## config.mk

```make
export PLATFORM = sky130hd
export DESIGN_NAME = xc_malu_arb
export DESIGN_NICKNAME = d
export VERILOG_FILES = /design/src/rtl/xc_malu_arb.sv
export SDC_FILE = /design/constraint.sdc
export NUM_CORES = 1
export LEC_CHECK = 0
export CORE_AREA = 2 2 189 191
export CTS_BUF_LIST = sky130_fd_sc_hd__clkbuf_4 sky130_fd_sc_hd__clkbuf_8 sky130_fd_sc_hd__clkbuf_16
export CTS_CLUSTER_DIAMETER = 80
export DETAILED_ROUTE_END_ITERATION = 12
export DIE_AREA = 0 0 191 193
export GPL_TIMING_DRIVEN = 0
export PLACE_DENSITY = 0.6
export SYNTH_ARGS = -nofsm -noshare
export SYNTH_HDL_FRONTEND = slang
export SYNTH_SLANG_ARGS = --single-unit
```

## constraint.sdc

```tcl
create_clock -name clock -period 5.3 [get_ports clock]
set_input_delay 1.06 -clock clock [delete_from_list [all_inputs] [get_ports clock]]
set_output_delay 1.06 -clock clock [all_outputs]
set_load 0.05 [all_outputs]
```

## src/rtl/xc_malu_arb.sv

```systemverilog
// Round-robin arbiter and sequencer sharing one xc_malu between two requesters.
// One operation in flight at a time: accept, run, respond, then flush the MALU.
module xc_malu_arb #(
  parameter int TMO_W = 7
) (
  input  logic        clock,
  input  logic        resetn,
  input  logic        flush,
  input  logic [1:0]  req_valid,
  output logic [1:0]  req_ready,
  input  logic [27:0] req_uop,
  input  logic [9:0]  req_pw,
  input  logic [63:0] req_rs1,
  input  logic [63:0] req_rs2,
  input  logic [63:0] req_rs3,
  output logic [1:0]  rsp_valid,
  input  logic [1:0]  rsp_ready,
  output logic [63:0] rsp_result,
  output logic        rsp_tmo,
  output logic        malu_valid,
  output logic        malu_flush,
  output logic [13:0] malu_uop,
  output logic [4:0]  malu_pw,
  output logic [31:0] malu_rs1,
  output logic [31:0] malu_rs2,
  output logic [31:0] malu_rs3,
  input  logic [63:0] malu_result,
  input  logic        malu_ready
);

  typedef enum logic [1:0] {IDLE, BUSY, RESP, CLEAR} state_t;

  // Timeout fires on the BUSY cycle that would take the counter to all-ones.
  localparam logic [TMO_W-1:0] TMO_LAST = TMO_W'((1 << TMO_W) - 2);

  state_t            state_q, state_d;
  logic              owner_q;
  logic              last_grant_q;
  logic [TMO_W-1:0]  tmo_cnt_q;
  logic              tmo_q;
  logic [63:0]       result_q;
  logic [13:0]       uop_q;
  logic [4:0]        pw_q;
  logic [31:0]       rs1_q, rs2_q, rs3_q;

  logic              grant_valid;
  logic              grant;
  logic              accept;
  logic              take_result;
  logic              timeout;

  always_comb begin
    grant_valid = |req_valid;
    case (req_valid)
      2'b01:   grant = 1'b0;
      2'b10:   grant = 1'b1;
      2'b11:   grant = ~last_grant_q;
      default: grant = 1'b0;
    endcase
  end

  // flush overrides every other transition, including a pending handshake.
  always_comb begin
    state_d     = state_q;
    accept      = 1'b0;
    take_result = 1'b0;
    timeout     = 1'b0;
    if (flush) begin
      state_d = IDLE;
    end else begin
      case (state_q)
        IDLE: begin
          if (grant_valid) begin
            accept  = 1'b1;
            state_d = BUSY;
          end
        end
        BUSY: begin
          if (malu_ready) begin
            take_result = 1'b1;
            state_d     = RESP;
          end else if (tmo_cnt_q == TMO_LAST) begin
            timeout = 1'b1;
            state_d = RESP;
          end
        end
        RESP: begin
          if (rsp_ready[owner_q]) begin
            state_d = CLEAR;
          end
        end
        CLEAR: begin
          state_d = IDLE;
        end
        default: begin
          state_d = IDLE;
        end
      endcase
    end
  end

  // Combinational outputs are gated by resetn so nothing leaks while in reset.
  always_comb begin
    req_ready = 2'b00;
    rsp_valid = 2'b00;
    if (accept && resetn) begin
      req_ready[grant] = 1'b1;
    end
    if ((state_q == RESP) && !flush) begin
      rsp_valid[owner_q] = 1'b1;
    end
    malu_valid = (state_q == BUSY) && !flush;
    malu_flush = resetn && (flush || (state_q == CLEAR));
  end

  always_ff @(posedge clock or negedge resetn) begin
    if (!resetn) begin
      state_q <= IDLE;
    end else begin
      state_q <= state_d;
    end
  end

  always_ff @(posedge clock or negedge resetn) begin
    if (!resetn) begin
      owner_q      <= 1'b0;
      last_grant_q <= 1'b1;
      tmo_cnt_q    <= '0;
      tmo_q        <= 1'b0;
      result_q     <= '0;
    end else begin
      if (accept) begin
        owner_q      <= grant;
        last_grant_q <= grant;
        tmo_cnt_q    <= '0;
      end else if ((state_q == BUSY) && !flush && !malu_ready) begin
        tmo_cnt_q <= tmo_cnt_q + 1'b1;
      end
      if (take_result) begin
        result_q <= malu_result;
        tmo_q    <= 1'b0;
      end else if (timeout) begin
        result_q <= '0;
        tmo_q    <= 1'b1;
      end
    end
  end

  always_ff @(posedge clock or negedge resetn) begin
    if (!resetn) begin
      uop_q <= '0;
      pw_q  <= '0;
      rs1_q <= '0;
      rs2_q <= '0;
      rs3_q <= '0;
    end else if (accept) begin
      uop_q <= grant ? req_uop[27:14]  : req_uop[13:0];
      pw_q  <= grant ? req_pw[9:5]     : req_pw[4:0];
      rs1_q <= grant ? req_rs1[63:32]  : req_rs1[31:0];
      rs2_q <= grant ? req_rs2[63:32]  : req_rs2[31:0];
      rs3_q <= grant ? req_rs3[63:32]  : req_rs3[31:0];
    end else if (state_q == CLEAR) begin
      uop_q <= '0;
    end
  end

  assign rsp_result = result_q;
  assign rsp_tmo    = tmo_q;
  assign malu_uop   = uop_q;
  assign malu_pw    = pw_q;
  assign malu_rs1   = rs1_q;
  assign malu_rs2   = rs2_q;
  assign malu_rs3   = rs3_q;

endmodule
```

==> impl_results.md <==
- Most frequent cell after synthesis: dfrtp_1
- Worst-case clock buffer depth: 2
- Commonest register cell after synthesis: dfrtp_1
- 1st-pass router iterations: 4
- Max_cap viols: 0
- CP top delay family: buffers and inverters
- Endpoints failing setup: 0
- Critical path endpoint category: output port
- Largest net degree at the start of global routing: 103
- Synth cell types: 38
- Post-synth EDFFs: 0
- Critical Path Max Stage Delay: 810 ps
- FP Rows: 69
- Max-slew violations: 0
- FFs w/ async S/R, synth: 100%
- TritonCTS Buffers: 17
- Largest area contributor in the synthesized netlist: dfrtp_1
- Power per Cell Area: 643 mW/mm^2
- Initial antenna violation count: 0
- Antenna diodes: 0
- Detailed Place HPWL: 25.5 mm
- CTS Hold Buffers Added: 0
- Origin of the critical flop-to-flop path: state_q[0]
- IO Count: 488
- Initial core utilization: 23.7%
- Final Hold Viols: 0
- Via density: 4.46
- Buffers on Ports: 486
- Area after detailed placement: 0.0138 sq mm
- Critical-path maximum fanout: 10
- Clock sinks: 191
- Arr. time, crit path: 3650 ps
- Clk root buf: clkbuf_16
- Kind of critical path: input pin to output port
- Layout area overhead: 73.1%
- WP buf/inv: 5
- Initial drt markers: 216
- Remaining DRCs: 0
- Final min period: 4710 ps
- Reg2Reg Depth: 9
- Share of post-route cells with drive strength above 1: 6.32%
- Drt total wl: 32.7 mm
- Grt total ovfl: 0
- Worst reg2reg endpoint: malu_rs1[19]
- CTS tree: yes
- Register-to-register setup slack: 2790 ps
- Max VDD drop: 0.000356 V
- Status: complete, no violations
- GRT Util Overall: 17.3%
- Routed vias: 7,554
- Die Area: 0.0369 sq mm
- Synth top cells by count: dfrtp_1, mux2i_1, o21ai_0
- Die extent in y: 193 um
- Worst slew pin tran: 749 ps
- First-pass GRT wire length: 47.1 mm
- Hold path cells: 2
- Worst Skew: 11.5 ps
- Max_slew headroom: 50.1%
- WL per Instance: 19.3 um
- Synth area leaders: dfrtp_1, mux2i_1, a22o_1
- Startpoint class of the critical path: input pin
- Crit path max-delay cell type: clkdlybuf4s50_1
- Worst Path Required: 4240 ps
- Vias in the first global route: 7,705
- Design Area, Final: 0.0143 sq mm
- Synth Instances: 715
- Core Footprint: 0.0350 sq mm
- Worst hold path type: register to register
- Routability congestion estimate: 0.820
- Max Clock Freq: 212 MHz
- Hold wc startpoint: malu_rs2[8]
- Latest clock arrival within the worst-skew pair: 450 ps
- Syn avg cell area: 11.6 sq um
- Post-CTS sizing: 0
- Final period utilization: 88.8%
- Post-Syn Area: 0.00828 sq mm
- DIE WIDTH: 191 um
- Net count, final: 1,529
- RSZ-0062 raised after global routing: no
- Hold Crit Endpoint: malu_rs2[8]
- H-tree levels: 4
- Final core utilization: 41.0%
- Clock transition at path regs: 70 ps
- Cell Chain, Critical Path: clkdlybuf4s50_1 -> a21boi_1 -> buf_2 -> buf_4 -> buf_4 -> and3_1 -> clkdlybuf4s50_1
- Final ANT Viol Nets: 0
- Synthesis Warnings: 0
- Post-synth net total: 1,023
- Synth top area share: 57.4%
- Number of synthesized register bits: 191
- Post CTS Setup Buffer Count: 0
- Sequential cell area fraction in the yosys report: 57.7%
- Leakage power: 0.00621 uW
-- sequential cells by signal, summed over array words and instances (netlist names), 2 cells and up --
name and count:
tmo_cnt_q 7, rsp_result 64, malu_rs3 32, malu_rs2 32
malu_uop 14, malu_rs1 32, malu_pw 5, state_q 2
-- power breakdown --
group / switching, uW / internal, uW
Combinational: 3540 / 1840
Clock: 625 / 664
Sequential: 400 / 2140
Total: 4570 / 4650
-- per-stage QoR --
stage / instances / worst slack, ps / TNS [ps] / power (uW) / hold slack [ps]
after floorplan: 715 / 1760 / 0 / 5850 / 504
after global routing: 1695 / 428 / 0 / 9700 / 506
after detailed placement: 1663 / 533 / 0 / 8000 / 469
final: 1695 / 593 / 0 / 9220 / 483
after CTS: 1695 / 527 / 0 / 9340 / 486
after global placement: 1662 / -5620 / -1001440 / 7970 / 462
-- cell families after synthesis --
| family | Yosys count | share of synthesized area (%) |
|---|---|---|
| AO/OA/AOI/OAI | 192 | 14.8 |
| multiplexers | 118 | 14.3 |
| XOR/XNOR | 5 | 0.529 |
| AND/OR/NAND/NOR | 145 | 7.96 |
| buffers and inverters | 58 | 3.82 |
| flip-flops | 191 | 57.7 |
| adder cells (fa/ha/maj) | 6 | 0.906 |
-- routing by layer --
layer / global-route usage, % / wire length, um
met1: 20.1 / 13100
met2: 29.9 / 16200
met3: 6.08 / 2780
met4: 5.13 / 583
met5: 0 / 0
-- worst max-delay path by stage --
stage / from / to / slack [ps] / cells past startpoint
global route: req_valid[1] / req_ready[1] / 430 / 7
floorplan: flush / req_ready[0] / 1760 / 6
global placement: resetn / req_ready[1] / -5620 / 3
CTS: req_valid[1] / req_ready[1] / 530 / 7
finish: req_valid[1] / req_ready[1] / 590 / 7
detailed placement: req_valid[1] / req_ready[1] / 530 / 7
-- final cells by class --
class                   instances  area [sq um]
repair buffers                487          4900
inverters                       4          15.0
multi-input cells             466          3190
well taps                     461           577
flip-flops and latches        191          4780
clock buffers                  17           425
clock inverters                15           155
plain buffers                  54           302
fillers                      3384         20600
-- worst min-delay path, cell delays in order, from the launching register on --
cell and delay [ps]:
dfrtp_1 350, nand2_1 40, o21ai_0 60
-- placed cells by master, fill, tap and decap left out, types with 8 or more instances in the layout --
master | netlist | final
dfrtp_1 | 190 | 190
clkbuf_16 | 0 | 17
mux2i_1 | 118 | 118
clkdlybuf4s50_1 | 0 | 485
clkbuf_1 | 15 | 15
a22o_1 | 65 | 65
nand3b_1 | 14 | 14
nor2_1 | 8 | 8
nand2_1 | 107 | 107
o21ai_1 | 9 | 9
o21ai_0 | 108 | 108
buf_2 | 28 | 28
No activity file was read; power rests on OpenSTA's default activity.
